$ cat config.mk
export PLATFORM = sky130hd
export DESIGN_NAME = jt49_eg_gen
export DESIGN_NICKNAME = d
export VERILOG_FILES = /design/src/rtl/jt49_eg_gen.sv
export SDC_FILE = /design/constraint.sdc
export NUM_CORES = 1
export LEC_CHECK = 0
export CORE_UTILIZATION = 35
export CTS_BUF_LIST = sky130_fd_sc_hd__clkbuf_4
export DETAILED_ROUTE_END_ITERATION = 8
export SLEW_MARGIN = 30
export SYNTH_ARGS = -nofsm -noshare
export SYNTH_HDL_FRONTEND = slang
export SYNTH_SLANG_ARGS = --single-unit
$ cat constraint.sdc
create_clock -name clk -period 2.6 [get_ports clk]
set_clock_uncertainty 0.1 [all_clocks]
set_input_delay 0.26 -clock clk [delete_from_list [all_inputs] [get_ports clk]]
set_output_delay 0.26 -clock clk [all_outputs]
set_load 0.01 [all_outputs]
$ cat src/rtl/jt49_eg_gen.sv
// Purpose: PSG envelope generator with built-in period counter; GW-bit gain, shape latched on restart.
// Latency: gain/step update on the clk edge after the tick condition; first ramp value 1 cycle after restart.
// Backpressure: none; free-running, advances only on cen ticks.
//
// Ports:
//   clk, rst      core clock, asynchronous active-high reset
//   cen           clock enable for the period counter
//   period        envelope period in cen ticks (0 behaves as 1)
//   ctrl          shape {CONT,ATT,ALT,HOLD}, sampled only on restart
//   restart       single-cycle strobe from a shape register write
//   gain          envelope level
//   step          one-cycle pulse on every envelope step
//   done          high while the envelope is frozen (held, finished, or never started)
module jt49_eg_gen #(
  parameter int GW = 5,
  parameter int PW = 16
) (
  input  logic          clk,
  input  logic          rst,
  input  logic          cen,
  input  logic [PW-1:0] period,
  input  logic [3:0]    ctrl,
  input  logic          restart,
  output logic [GW-1:0] gain,
  output logic          step,
  output logic          done
);

  localparam logic [GW-1:0] MAX = '1;

  logic [PW-1:0] cnt;
  logic          dir;
  logic [3:0]    shape;
  // Set by the first restart after reset; keeps the counter (and so step)
  // quiet while the block is idle out of reset.
  logic          run;

  logic          cont, att, alt, hold;
  logic [PW-1:0] per_m1;
  logic          tick;
  logic          ramp_end;

  assign cont = shape[3];
  assign att  = shape[2];
  assign alt  = shape[1];
  assign hold = shape[0];

  // A period of 0 counts like a period of 1.
  assign per_m1   = (period == '0) ? '0 : period - PW'(1);
  assign tick     = cen & run & (cnt >= per_m1);
  assign ramp_end = dir ? (gain == MAX) : (gain == '0);

  always_ff @(posedge clk or posedge rst) begin
    if (rst) begin
      gain  <= '0;
      step  <= 1'b0;
      done  <= 1'b1;
      cnt   <= '0;
      dir   <= 1'b0;
      shape <= 4'd0;
      run   <= 1'b0;
    end else if (restart) begin
      // Restart overrides any tick landing on the same edge.
      shape <= ctrl;
      cnt   <= '0;
      dir   <= ctrl[2];
      done  <= 1'b0;
      gain  <= ctrl[2] ? '0 : MAX;
      step  <= 1'b0;
      run   <= 1'b1;
    end else begin
      step <= tick;
      if (cen && run)
        cnt <= tick ? '0 : cnt + PW'(1);
      if (tick && !done) begin
        if (ramp_end && !cont) begin
          gain <= '0;
          done <= 1'b1;
        end else if (ramp_end && hold) begin
          gain <= alt ? ~gain : gain;
          done <= 1'b1;
        end else if (ramp_end && alt) begin
          // Triangle: turn around, extreme value is output for two steps.
          dir <= ~dir;
        end else begin
          // Normal ramp step; at a ramp end this is the sawtooth wrap.
          gain <= dir ? gain + GW'(1) : gain - GW'(1);
        end
      end
    end
  end

endmodule

======== Yosys cells after proc, flatten, opt, wreduce, memory -nomap -nowiden ========
Cells that the tools add are included.
operators by class
  add/subtract/negate cells ............... 4
  order comparisons ....................... 1
  equality and inequality tests ........... 5
  multiplexer cells ....................... 23
  bitwise gates (word level) .............. 4
  reductions and logical operators ........ 16
operators by type and width
  kind                   number
  $mux 16                4
  $mux 5                 8
  $add 16x1->16 const B  1
  $ge 16x16->1           1
  $logic_not 16->1       1
  $sub 16x1->16 const B  1
  $mux 1                 11
  $ne 4x4->1 const B     2
  $reduce_bool 2->1      3
  $add 5x1->5 const B    1
  $eq 5x5->1 const B     1
  $logic_and 1x1->1      5
  $logic_not 5->1        1
  $not 5->5              1
  $sub 5x1->5 const B    1
  $ne 2x2->1 const B     2
  $reduce_and 4->1       1
  $reduce_and 3->1       1
  $reduce_bool 3->1      1
  $and 1x1->1            2
  $logic_not 1->1        2
  $reduce_and 2->1       1
  $not 1->1              1
storage, ports and cells
  flip-flop bits (word level) ............. 29
  output and inout bits ................... 7

======== Longest topological paths before layout ========
Gate-level depths: netlist of run 1.
  depth after elaboration ................. 8
  depth in mapped cells ................... 14

======== Worst setup path after synthesis of run 1 ========
No wires, ideal clock.
  path kind ............................... input to register
  start ................................... in period[9]
  end ..................................... reg gain[3]
  library setup time ...................... 0.125 ns
  data arrival time ....................... 3.358 ns
  required time ........................... 2.375 ns
  slack ................................... -0.983 ns
  stages on the path ...................... 14
  path buffers ............................ 2
  cells stage by stage .................... or4_4 nor4_1 and2b_1 nand4b_2 buf_2 nand2_1 ha_1 nand4_1 nor2_1 a311o_1 o311a_2 buf_6 a21oi_2 mux2_4
between the ends
  word-level cells in the longest chain between the ends .. 7
  elaborated cells between the ends (all ways) .. 8
  classes of those cells .................. 1 x add/sub; 1 x order compare; 1 x mux; 1 x bitwise; 4 x reduce/logical
RTL lines
  element                                                   line  text
  start: declaration                                        21    input logic [PW-1:0] period,
  $sub 16x1->16 / $logic_not 16->1 (equally long branches)  49    assign per_m1 = (period == '0) ? '0 : period - PW'(1);
  $mux 16 (*)                                               49
  $ge 16x16->1 (*)                                          50    assign tick = cen & run & (cnt >= per_m1);
  $and 1x1->1 (*)                                           50
  $logic_and 1x1->1 (*)                                     75    if (tick && !done) begin
  $reduce_bool 2->1 (no source line) (*)                    n/a
  $reduce_and 3->1 (no source line) (*)                     n/a
  end signal: assignment                                    68    gain <= ctrl[2] ? '0 : MAX;
  end signal: assignment                                    80    gain <= alt ? ~gain : gain;
  end signal: assignment                                    87    gain <= dir ? gain + GW'(1) : gain - GW'(1);
  end: declaration                                          24    output logic [GW-1:0] gain,
Mark *: on every way between the ends. The rest lies on a longest branch, timed or not.
A chain may end at the register's enable or synchronous reset.

======== Final worst setup path of run 1 ========
  start ................................... in period[10]
  end ..................................... reg gain[3]
The elaborated chain is that of the path after synthesis.

==> results.env, run 1 <==
CRITICAL-PATH-TOP-CELL-BY-COUNT='sky130_fd_sc_hd__buf_6'
SYNTH-EDFF-COUNT=0
MOSTFREQUENTLAYOUTCELLS='sky130_fd_sc_hd__buf_4, sky130_fd_sc_hd__nand2_1, sky130_fd_sc_hd__dfrtp_1, sky130_fd_sc_hd__clkdlybuf4s50_1, sky130_fd_sc_hd__buf_6'
SYNTHARSTFLOPSHARE=1.00
CP.REQUIRED_PS=2750
SYNTHESIS.AREA_MM2=0.00242
FINALNETCOUNT=420
DIE_AREA_MM2=0.00726
FINAL_LAYOUT_SIZE_SUFFIX_GT1_FRAC=0.406
NUM-FILL-CELLS=581
P_PER_AREA_mW_PER_MM2=326
SYN_AREA_PER_CELL_UM2=8.71
GROUTE.USAGE.OVERALL=0.188
GPL.FINAL_WEIGHTED_CONGESTION=0.821
NUM_VIAS=2434
NUM_ANTENNA_CELLS=0
TIMING.CRITICAL_PATH.CELLS='buf_6 > or4_4 > buf_6 > nor4_4 > xor2_2 > nand2_4 > ha_4 > nand4_1 > buf_4 > or2_4 > a2111oi_4 > buf_6 > o311a_4 > buf_6 > a21oi_4 > mux2_4'
EFFECTIVE_UTILIZATION_AT_FLOORPLAN=0.371
OVERFLOW=0
REMAINING_DRC_ERRORS=0
YS_SEQ_ELEMENTS=28
TIMING.CRITICAL_PATH.FROM='period[10]'
SEQUENTIAL_CELL_AREA_UM2=702
GRT_ANTENNA_BEFORE_REPAIR=0
DRT_ITER0_MARKERS=68
DRT_ANTENNA_NET_COUNT=0
REG2REG_SETUP_SLACK_PS=-40
TIMING.SETUP.CRITICAL_PATH_CLASS='in -> reg'
FAILING_CHECKS='negative setup slack'
CP-START-KIND='input pin'
POST_DRT_VIA_CELL_RATIO=5.42
ROUTED_WIRE_LENGTH_PER_INSTANCE_UM=15.6
FINAL_INSTANCE_COUNT_WITHOUT_FILLER_CELLS=449
ACHIEVABLE-FREQUENCY_GHz=0.293
STATUS='finished with violations'
FINALSETUPVIOLCOUNT=24
SEQ_AREA_FRAC_SYNTH=0.290
CPPEAKSTAGEDELAY_PS=560
FINAL_PERIOD_UTIL=1.31
CHIPWIDTH_UM=85.2
CRITPATHMAXFANOUT=4
YS.WARNINGS.COUNT=0
WORST_CASE_CLOCK_BUFFER_DEPTH=2
INSERTION_DELAY_PS=340
FINAL_CORE_UTILIZATION=0.593
TIGHTESTPINTRANSITION_PS=985
FIRST_GLOBAL_VIAS=2390
TOP_LEVEL_PORTS=31
SYN-INSTANCE-COUNT=278
DIE_H_UM=85.2
SETUP.WORST_PATH.END_CLASS='flop'
FINALINSTANCEAREA_MM2=0.00387
CPMAXSTAGEDELAYCELL='sky130_fd_sc_hd__or4_4'
POST_DP_CELL_AREA_MM2=0.00325
WORSTREG2REGSTART='cnt[0]'
HOLD_VIOL=0
TOTALWIRELENGTH_UM=6990
CLOCK_TREE.ROOT_CELL='sky130_fd_sc_hd__clkbuf_4'
WORST_HOLD_PATH_TYPE='in -> async'
SETUP_REPAIR_AFTER_GLOBAL_ROUTING_MISSED_ITS_MARGIN='true'
PRE_CTS_SLACK_PS=-1440
LAYOUT.CELLS.MOST_COMMON='sky130_fd_sc_hd__buf_4'
SYNTH_CELL_TYPE_COUNT=62
CTS_TREE='yes'
P_LEAK_nW=1.75
CLOCK_SINK_COUNT=28
FINALMAXSLEWVIOLATIONS=0
DRTPASS1ITERATIONS=4
FIN_WS_PS=-807
MULTI_INPUT_COMB_AREA_MM2=0.00205
PORTBUFFERS=30
HTREE_LEVELS=1
SYNTH_FLOP_CELL='sky130_fd_sc_hd__dfrtp_1'
PLACE_INST=427
CORE_REGION_AREA_MM2=0.00653
AREA_GROWTH_PCT=59.8
MIN_PERIOD_PS=3410
MAXIMUM_NUMBER_OF_PINS_ON_ONE_NET_BEFORE_GLOBAL_ROUTE_REPAIR=19
CRITPATHARRIVALTIME_PS=3560
GLOBAL_ROUTE_WIRE_LENGTH_BEFORE_REPAIR_UM=11000
DP.FINAL_HPWL_UM=4930
PEAKVDDDROP_mV=0.213
SLEW-LIMIT-HEADROOM=0.340
CLK_TRANSITION_REPORTED_PATHS_PS=170
POSTSYNTHNETCOUNT=325
STD_CELL_ROWS=29
CTS_INSERTED_BUFFERS=3
MAXCAPVIOLATIONS=0
[cells in the mapped netlist (5+ instances only)]
library cell,n,area [um2]
sky130_fd_sc_hd__a21oi_1,21,105
sky130_fd_sc_hd__nand3_1,9,45.0
sky130_fd_sc_hd__dfrtp_1,27,676
sky130_fd_sc_hd__nor2_1,17,63.8
sky130_fd_sc_hd__xnor2_1,6,52.6
sky130_fd_sc_hd__a31oi_1,11,68.8
sky130_fd_sc_hd__nor4_1,6,37.5
sky130_fd_sc_hd__nand2_1,37,139
sky130_fd_sc_hd__xor2_1,10,87.6
sky130_fd_sc_hd__o21ai_0,7,35.0
sky130_fd_sc_hd__and3_1,6,37.5
sky130_fd_sc_hd__nand4_1,8,50.1
sky130_fd_sc_hd__ha_1,22,275
sky130_fd_sc_hd__inv_1,15,56.3
sky130_fd_sc_hd__a21o_1,5,37.5
sky130_fd_sc_hd__nand2b_1,5,31.3
[cell type report]
cell class                 count  share of cell area
timing repair buffer          97               0.236
inverter                      15              0.0145
clock buffer                   3             0.00582
sequential                    28               0.181
clock inverter                 1             0.00776
tap                           77              0.0249
multi-input combinational    228               0.530
[stage by stage]
step	power (mW)	TNS [ps]	hold slack [ps]
floorplan	0.732	-16080	225
global placement	0.906	-30120	444
detailed placement	0.910	-32500	441
CTS	1.24	-17980	220
global route	1.34	-20210	242
finish	1.26	-17340	208
[sequential cells by signal, summed over array words and instances (netlist names)]
register and count:
cnt 16, dir 1, done 1, gain 5, run 1, shape 3
step 1
[layer usage]
layer	track usage	share of wire	up-vias
li1	-	-	1213
met1	0.241	0.44	1186
met2	0.338	0.53	25
met3	0.0243	0.017	10
met4	0.0354	0.016	0
met5	0	0	-
[path summary, 6_finish.rpt]
kind | endpoint | cells after the start
worst max register to register | gain[4] | 10
worst max-delay path | gain[3] | 16
max in group asynchronous | cnt[5] | 3
worst min register to register | done | 2
min in group clk | shape[3] | 3
worst min-delay path | step | 2
[logic make-up (layout without fill, tap and decap cells)]
family	count (synthesis)	count (layout)	synth area share
AND/OR/NAND/NOR	113	113	0.253
AO/OA/AOI/OAI	71	71	0.210
flip-flops	28	28	0.290
adder cells (fa/ha/maj)	23	23	0.122
buffers and inverters	22	116	0.0439
XOR/XNOR	16	16	0.0578
multiplexers	5	5	0.0238
[power breakdown]
| group | switching (mW) | leakage [nW] | internal [mW] |
|---|---|---|---|
| Combinational | 0.208 | 1.36 | 0.247 |
| Sequential | 0.0436 | 0.361 | 0.463 |
| Clock | 0.143 | 0.0279 | 0.156 |
| Total | 0.395 | 1.75 | 0.866 |
[timing repair]
| action | in CTS | in global routing |
|---|---|---|
| buffers inserted | 15 | 6 |
| resized for setup | 60 | 49 |
| hold buffers | 0 | 0 |
| setup endpoints to repair | 24 | 24 |
| pin swaps | 24 | 31 |
[worst max-delay path: cells and delay by family]
| kind | cells | cell delay, ps |
|---|---|---|
| AND/OR/NAND/NOR | 5 | 1270 |
| buffers and inverters | 5 | 660 |
| AO/OA/AOI/OAI | 3 | 550 |
| multiplexers | 1 | 320 |
| adder cells (fa/ha/maj) | 1 | 260 |
| XOR/XNOR | 1 | 240 |
(Power assumes the default switching activity.)
==> run 2, diff against run 1 <==
--- a/config.mk
+++ b/config.mk
@@ -5,9 +5,11 @@
 export SDC_FILE = /design/constraint.sdc
 export NUM_CORES = 1
 export LEC_CHECK = 0
+export CORE_MARGIN = 10
 export CORE_UTILIZATION = 35
 export CTS_BUF_LIST = sky130_fd_sc_hd__clkbuf_4
 export DETAILED_ROUTE_END_ITERATION = 8
+export GPL_TIMING_DRIVEN = 0
 export SLEW_MARGIN = 30
 export SYNTH_ARGS = -nofsm -noshare
 export SYNTH_HDL_FRONTEND = slang
==> run 2 against run 1 <==
  * The flow still finishes with violations (negative setup slack)
  * Flip-flop and latch count unchanged
  * Combinational power down 14%
  * Global-route usage decreased by 5.7 points
  * Via count is 4.7% lower
  * Largest cell class unchanged
==> results.env, run 2 (synthesis results as in run 1) <==
DIE_H_UM=103  # +21%
FINALNETCOUNT=384  # -8.6%
TIMING.REG2REG.WORST_PATH_DEPTH=8  # -2
CP_NUM_CELLS=15  # -1
REGMOSTFLOPS='cnt'
INSERTION_DELAY_PS=350  # about the same
PRE_CTS_SLACK_PS=-1630  # -192 ps
LARGEST_REG_FLOPS=16  # unchanged
STD_CELL_ROWS=30  # +3.4%
MIN_PERIOD_PS=3290  # -122 ps
CTS_INSERTED_BUFFERS=3  # unchanged
DRT_ANTENNA_NET_COUNT=0  # unchanged
TIMING.CRITICAL_PATH.CELLS='buf_8 > or4_4 > nor4_4 > buf_4 > nand3_4 > xnor2_2 > nand2_2 > ha_4 > nand4_1 > or2_4 > a2111oi_4 > o311a_4 > buf_8 > a21oi_4 > mux2_4'
CORE_REGION_AREA_MM2=0.00676  # +3.4%
PLACE_INST=388  # -9.1%
SETUP.WORST_PATH.END_CLASS='flop'
CRITICAL-PATH-TOP-CELL-BY-COUNT='sky130_fd_sc_hd__buf_8'
FAILING_CHECKS='negative setup slack'
P_LEAK_nW=1.56  # -11%
CHIPWIDTH_UM=103  # +21%
P_PER_AREA_mW_PER_MM2=349  # +7.0%
DIE_AREA_MM2=0.0106  # +47%
CTS_HOLD_BUFFERS=0  # unchanged
FINALSETUPVIOLCOUNT=24  # unchanged
WORSTREG2REGSTART='cnt[12]'
MET1_WIRE_LENGTH_UM=2950  # -4.5%
MAXIMUM_NUMBER_OF_PINS_ON_ONE_NET_BEFORE_GLOBAL_ROUTE_REPAIR=29  # +10
CP-START-KIND='input pin'
REG_TOP3='cnt: 16 flops, gain: 5 flops, shape: 3 flops'
GROUTE.USAGE.OVERALL=0.130  # -0.0574
PORTBUFFERS=30  # unchanged
DP.FINAL_HPWL_UM=4790  # -2.9%
NUM_VIAS=2319  # -4.7%
CLOCK_TREE.ROOT_CELL='sky130_fd_sc_hd__clkbuf_4'
CPMAXSTAGEDELAYCELL='sky130_fd_sc_hd__or4_4'
CLK_TRANSITION_REPORTED_PATHS_PS=170  # about the same
SLEW-LIMIT-HEADROOM=0.292  # -0.0485
FINAL_PERIOD_UTIL=1.26  # -0.0470
LAYOUT.CELLS.MOST_COMMON='sky130_fd_sc_hd__nand2_1'
GPL.FINAL_WEIGHTED_CONGESTION=0.841  # +2.5%
WORST_CASE_CLOCK_BUFFER_DEPTH=2  # unchanged
TOTALWIRELENGTH_UM=6770  # -3.2%
GLOBAL_ROUTE_WIRE_LENGTH_BEFORE_REPAIR_UM=11400  # +2.8%
HOLD_VIOL=0  # unchanged
TIMING.SETUP.CRITICAL_PATH_CLASS='in -> reg'
EFFECTIVE_UTILIZATION_AT_FLOORPLAN=0.359  # -0.0124
ROUTED_WIRE_LENGTH_PER_INSTANCE_UM=16.3  # +4.4%
DRTPASS1ITERATIONS=4  # unchanged
STATUS='finished with violations'
PEAKVDDDROP_mV=0.232  # +8.8%
NUM_ANTENNA_CELLS=0  # unchanged
CLOCK_SINK_COUNT=28  # unchanged
SETUP_REPAIR_AFTER_GLOBAL_ROUTING_MISSED_ITS_MARGIN='true'
GRT_ANTENNA_BEFORE_REPAIR=0  # unchanged
TOP_LEVEL_PORTS=31  # unchanged
CP.REQUIRED_PS=2760  # about the same
CPPEAKSTAGEDELAY_PS=550  # about the same
CP_NUM_BUF_INV=3  # -2
POST_DRT_VIA_CELL_RATIO=5.57  # +2.8%
AREA_GROWTH_PCT=42.0
CRITPATHMAXFANOUT=5  # +1
CRITICAL_PATH.TOP_DELAY_FAMILY='simple AND/OR/NAND/NOR gates'
HOLD_WS_PS=174  # -33.5 ps
CRITPATHARRIVALTIME_PS=3440  # -120 ps
DR.MAX_LAYER_USED='met4'
FINAL_LAYOUT_SIZE_SUFFIX_GT1_FRAC=0.310  # -0.0964
FIRST_GLOBAL_VIAS=2389  # -0.042%
FIN_WS_PS=-685  # +122 ps
WORST_HOLD_PATH_TYPE='in -> async'
ACHIEVABLE-FREQUENCY_GHz=0.304  # +3.7%
REGTOREGENDPOINT='gain[3]'
FINALMAXSLEWVIOLATIONS=0  # unchanged
DRT_ITER0_MARKERS=129  # +90%
MOSTFREQUENTLAYOUTCELLS='sky130_fd_sc_hd__nand2_1, sky130_fd_sc_hd__dfrtp_1, sky130_fd_sc_hd__buf_4, sky130_fd_sc_hd__clkdlybuf4s50_1'
CTS_TREE='yes'
MAXCAPVIOLATIONS=0  # unchanged
OVERFLOW=0  # unchanged
SUM_OF_MET3_WIRE_SEGMENT_LENGTHS_AFTER_DETAILED_ROUTING_UM=231  # +99%
REG2REG_SETUP_SLACK_PS=20  # +60 ps
TIGHTESTPINTRANSITION_PS=1060  # +72.4 ps
REMAINING_DRC_ERRORS=0  # unchanged
TOTAL_LENGTH_OF_ROUTED_MET2_WIRES_UM=3510  # -4.6%
HTREE_LEVELS=1  # unchanged
FINAL_INSTANCE_COUNT_WITHOUT_FILLER_CELLS=416  # -7.3%
==> run 2: cell count changes in the layout (fill, tap and decap cells not counted), sizes merged <==
cell,previous run,this run
buf,69,37
clkbuf,4,5
clkdlybuf4s15,4,0
clkdlybuf4s50,22,17
dlymetal6s2s,0,1
dlygate4sd2,1,4
==> run 2: area by class of cell <==
class,instances,area (um2)
Fill cell,624,3320
Sequential cell,28,702
Clock inverter,1,30.0
Clock buffer,3,22.5
Inverter,15,56.3
Multi-Input combinational cell,228,1950
Tap cell,80,100
Timing Repair Buffer,56,539
Buffer,5,37.5
==> run 2: per-stage QoR <==
stage / utilization / area [um2] / setup TNS [ps] / power [mW]
after floorplan: - / 2510 / -16080 / 0.732
after global placement: 0.431 / 2910 / -36310 / 0.857
final: 0.509 / 3440 / -14180 / 1.20
after detailed placement: 0.431 / 2910 / -37050 / 0.861
after global routing: 0.509 / 3440 / -17770 / 1.27
after CTS: 0.494 / 3330 / -14900 / 1.20
==> run 2: per-layer routing <==
layer	vias up	track usage
li1	1140	-
met3	8	0.0292
met4	0	0.0299
met5	-	0
met1	1133	0.157
met2	38	0.230
==> run 2: how the worst max path moves through the flow <==
stage	start	endpoint	slack, ps
floorplan	period[9]	gain[3]	-850
global placement	period[9]	cnt[7]	-1620
detailed placement	period[9]	gain[3]	-1630
CTS	period[9]	gain[3]	-690
global route	period[9]	gain[0]	-810
finish	period[9]	gain[3]	-690
==> run 2: repair_timing <==
item,CTS,global route
cloned,3,0
buffers inserted,20,6
resized for setup,80,27
pin swaps,21,11
setup endpoints to repair,24,24
==> run 2: power by group <==
group | internal [mW] | total [mW] | switching (mW)
Clock | 0.156 | 0.300 | 0.144
Combinational | 0.201 | 0.391 | 0.190
Sequential | 0.463 | 0.510 | 0.0467
Total | 0.820 | 1.20 | 0.380
==> run 3, diff against run 2 <==
--- a/config.mk
+++ b/config.mk
@@ -7,10 +7,8 @@
 export LEC_CHECK = 0
 export CORE_MARGIN = 10
 export CORE_UTILIZATION = 35
-export CTS_BUF_LIST = sky130_fd_sc_hd__clkbuf_4
 export DETAILED_ROUTE_END_ITERATION = 8
 export GPL_TIMING_DRIVEN = 0
-export SLEW_MARGIN = 30
 export SYNTH_ARGS = -nofsm -noshare
 export SYNTH_HDL_FRONTEND = slang
 export SYNTH_SLANG_ARGS = --single-unit
==> run 3 against run 2 <==
  * The run still ends with negative setup slack left
  * Combinational power about the same
  * Die area stayed put
  * Total power grew 5.0%
  * Design area shrank 0.55%
  * Clock-buffer cell count did not move
  * Via count is essentially flat
  * Fmax shrank 2.0%
  * Sequential power about the same
  * Worst setup slack worse by 67 ps
==> results.env, run 3 (synthesis results as in run 1) <==
FIN_WS_PS=-752  # -67.2 ps
CRITICAL_PATH.TOP_DELAY_FAMILY='simple AND/OR/NAND/NOR gates'
CLK_TRANSITION_REPORTED_PATHS_PS=110  # -60 ps
P_PER_AREA_mW_PER_MM2=368  # +5.5%
CTS_TREE='yes'
CP.REQUIRED_PS=2680  # -80 ps
REMAINING_DRC_ERRORS=0  # unchanged
P_LEAK_nW=1.58  # +1.1%
STD_CELL_ROWS=30  # unchanged
TIMING.SETUP.CRITICAL_PATH_CLASS='in -> reg'
CLOCK_TREE.ROOT_CELL='sky130_fd_sc_hd__clkbuf_8'
REG_TOP3='cnt: 16 flops, gain: 5 flops, shape: 3 flops'
CPPEAKSTAGEDELAY_PS=550  # about the same
PRE_CTS_SLACK_PS=-1630  # unchanged
LAYOUT.CELLS.MOST_COMMON='sky130_fd_sc_hd__nand2_1'
HOLD_VIOL=0  # unchanged
FAILING_CHECKS='negative setup slack'
NUM_ANTENNA_CELLS=0  # unchanged
SETUP.WORST_PATH.END_CLASS='flop'
MOSTFREQUENTLAYOUTCELLS='sky130_fd_sc_hd__nand2_1, sky130_fd_sc_hd__dfrtp_1, sky130_fd_sc_hd__buf_4, sky130_fd_sc_hd__ha_1, sky130_fd_sc_hd__clkdlybuf4s50_1'
NUM_VIAS=2320  # +0.043%
CRITPATHARRIVALTIME_PS=3430  # about the same
MIN_PERIOD_PS=3350  # +67.2 ps
MAXCAPVIOLATIONS=0  # unchanged
FINAL_LAYOUT_SIZE_SUFFIX_GT1_FRAC=0.311  # +0.00113
CRITICAL-PATH-TOP-CELL-BY-COUNT='sky130_fd_sc_hd__buf_8'
CP-START-KIND='input pin'
TIMING.CRITICAL_PATH.CELLS='buf_8 > or4_4 > nor4_4 > and2b_2 > nand3_1 > mux2i_1 > ha_1 > nand4_1 > nor2_1 > a311o_1 > o311a_4 > buf_8 > a21oi_4 > mux2_4'
EFFECTIVE_UTILIZATION_AT_FLOORPLAN=0.359  # unchanged
SETUP-TNS-FINAL_PS=-15840  # -1660 ps
ROUTED_WIRE_LENGTH_PER_INSTANCE_UM=16.3  # +0.18%
PEAKVDDDROP_mV=0.232  # about the same
SLEW-LIMIT-HEADROOM=0.264  # -0.0280
DIE_AREA_MM2=0.0106  # unchanged
PORTBUFFERS=30  # unchanged
MAXIMUM_NUMBER_OF_PINS_ON_ONE_NET_BEFORE_GLOBAL_ROUTE_REPAIR=29  # unchanged
LARGEST_REG_FLOPS=16  # unchanged
DP.FINAL_HPWL_UM=4790  # about the same
TOTAL_POWER_mW=1.26  # +5.0%
DRT_ITER0_MARKERS=80  # -38%
FINAL_PERIOD_UTIL=1.29  # +0.0258
DRTPASS1ITERATIONS=5  # +1
GLOBAL_ROUTE_WIRE_LENGTH_BEFORE_REPAIR_UM=11500  # +0.91%
PLACE_INST=388  # unchanged
DIE_H_UM=103  # unchanged
WORST_CASE_CLOCK_BUFFER_DEPTH=2  # unchanged
POST_DRT_VIA_CELL_RATIO=5.55  # -0.44%
CP_NUM_BUF_INV=2  # -1
FINAL_CORE_UTILIZATION=0.506  # -0.00278
POST_DP_CELL_AREA_MM2=0.00291  # unchanged
DRT_ANTENNA_NET_COUNT=0  # unchanged
HOLD_WS_PS=427  # +253 ps
ACHIEVABLE-FREQUENCY_GHz=0.298  # -2.0%
CTS_INSERTED_BUFFERS=3  # unchanged
FINALMAXSLEWVIOLATIONS=0  # unchanged
TOP_LEVEL_PORTS=31  # unchanged
FINAL_INSTANCE_COUNT_WITHOUT_FILLER_CELLS=418  # +0.48%
FIRST_GLOBAL_VIAS=2382  # -0.29%
AREA_GROWTH_PCT=41.2
REGMOSTFLOPS='cnt'
TOTALWIRELENGTH_UM=6810  # +0.67%
INSERTION_DELAY_PS=280  # -70 ps
WORST_HOLD_PATH_TYPE='in -> reg'
HTREE_LEVELS=1  # unchanged
GPL.FINAL_WEIGHTED_CONGESTION=0.841  # unchanged
TIGHTESTPINTRANSITION_PS=1100  # +45.8 ps
FINALSETUPVIOLCOUNT=24  # unchanged
CLOCK_SINK_COUNT=28  # unchanged
GRT_ANTENNA_BEFORE_REPAIR=0  # unchanged
FINALNETCOUNT=386  # +0.52%
STATUS='finished with violations'
SETUP_REPAIR_AFTER_GLOBAL_ROUTING_MISSED_ITS_MARGIN='true'
CTS_HOLD_BUFFERS=0  # unchanged
CRITPATHMAXFANOUT=6  # +1
CORE_REGION_AREA_MM2=0.00676  # unchanged
NUM-FILL-CELLS=642  # +2.9%
OVERFLOW=0  # unchanged
CPMAXSTAGEDELAYCELL='sky130_fd_sc_hd__or4_4'
FINALINSTANCEAREA_MM2=0.00342  # -0.55%
GROUTE.USAGE.OVERALL=0.131  # +0.000711
CHIPWIDTH_UM=103  # unchanged
==> run 3: path summary, 6_finish.rpt <==
path,start,end,slack (ps),depth (start not counted)
setup / recovery,period[9],gain[3],-750,14
hold / removal,ctrl[3],shape[3],430,3
setup reg to reg,cnt[0],gain[3],-80,10
hold reg to reg,done,done,440,2
max in group asynchronous,rst,cnt[6],1290,2
min in group asynchronous,rst,shape[1],450,2
==> run 3: timing repair <==
action,4_1_cts,5_1_grt
resized for setup,81,21
buffers inserted,17,10
setup endpoints to repair,24,24
pin swaps,22,11
gates cloned,3,0
==> run 3: area by class of cell <==
class	instances	area, um2	area share
inverter	15	56.3	0.0165
clock buffer	3	41.3	0.0121
tap	80	100	0.0293
sequential	28	702	0.205
clock inverter	1	30.0	0.00878
timing repair buffer	56	513	0.150
multi-input combinational	228	1910	0.559
buffer	7	67.6	0.0198
==> run 3: routing by layer <==
layer  vias up  track usage  part of all wire
met5         -            0                 0
met4         0       0.0107            0.0040
met3         6       0.0266             0.032
met2        40        0.239              0.52
met1      1132        0.160              0.44
li1       1142            -                 -
==> run 3: worst register-to-register path: stages (launching register included) <==
cell and delay [ps]:
sky130_fd_sc_hd__dfrtp_1 420, sky130_fd_sc_hd__inv_1 190, sky130_fd_sc_hd__ha_4 230, sky130_fd_sc_hd__nand2b_4 140, sky130_fd_sc_hd__a2111oi_4 340, sky130_fd_sc_hd__a2111oi_4 70
sky130_fd_sc_hd__buf_4 170, sky130_fd_sc_hd__o311a_4 320, sky130_fd_sc_hd__buf_8 150, sky130_fd_sc_hd__a21oi_4 140, sky130_fd_sc_hd__mux2_4 310
==> run 3: power breakdown <==
part	internal (mW)	switching [mW]	total, mW	leakage, nW
registers	0.463	0.0480	0.510	0.361
clock network	0.207	0.150	0.357	0.0357
logic	0.201	0.191	0.393	1.18
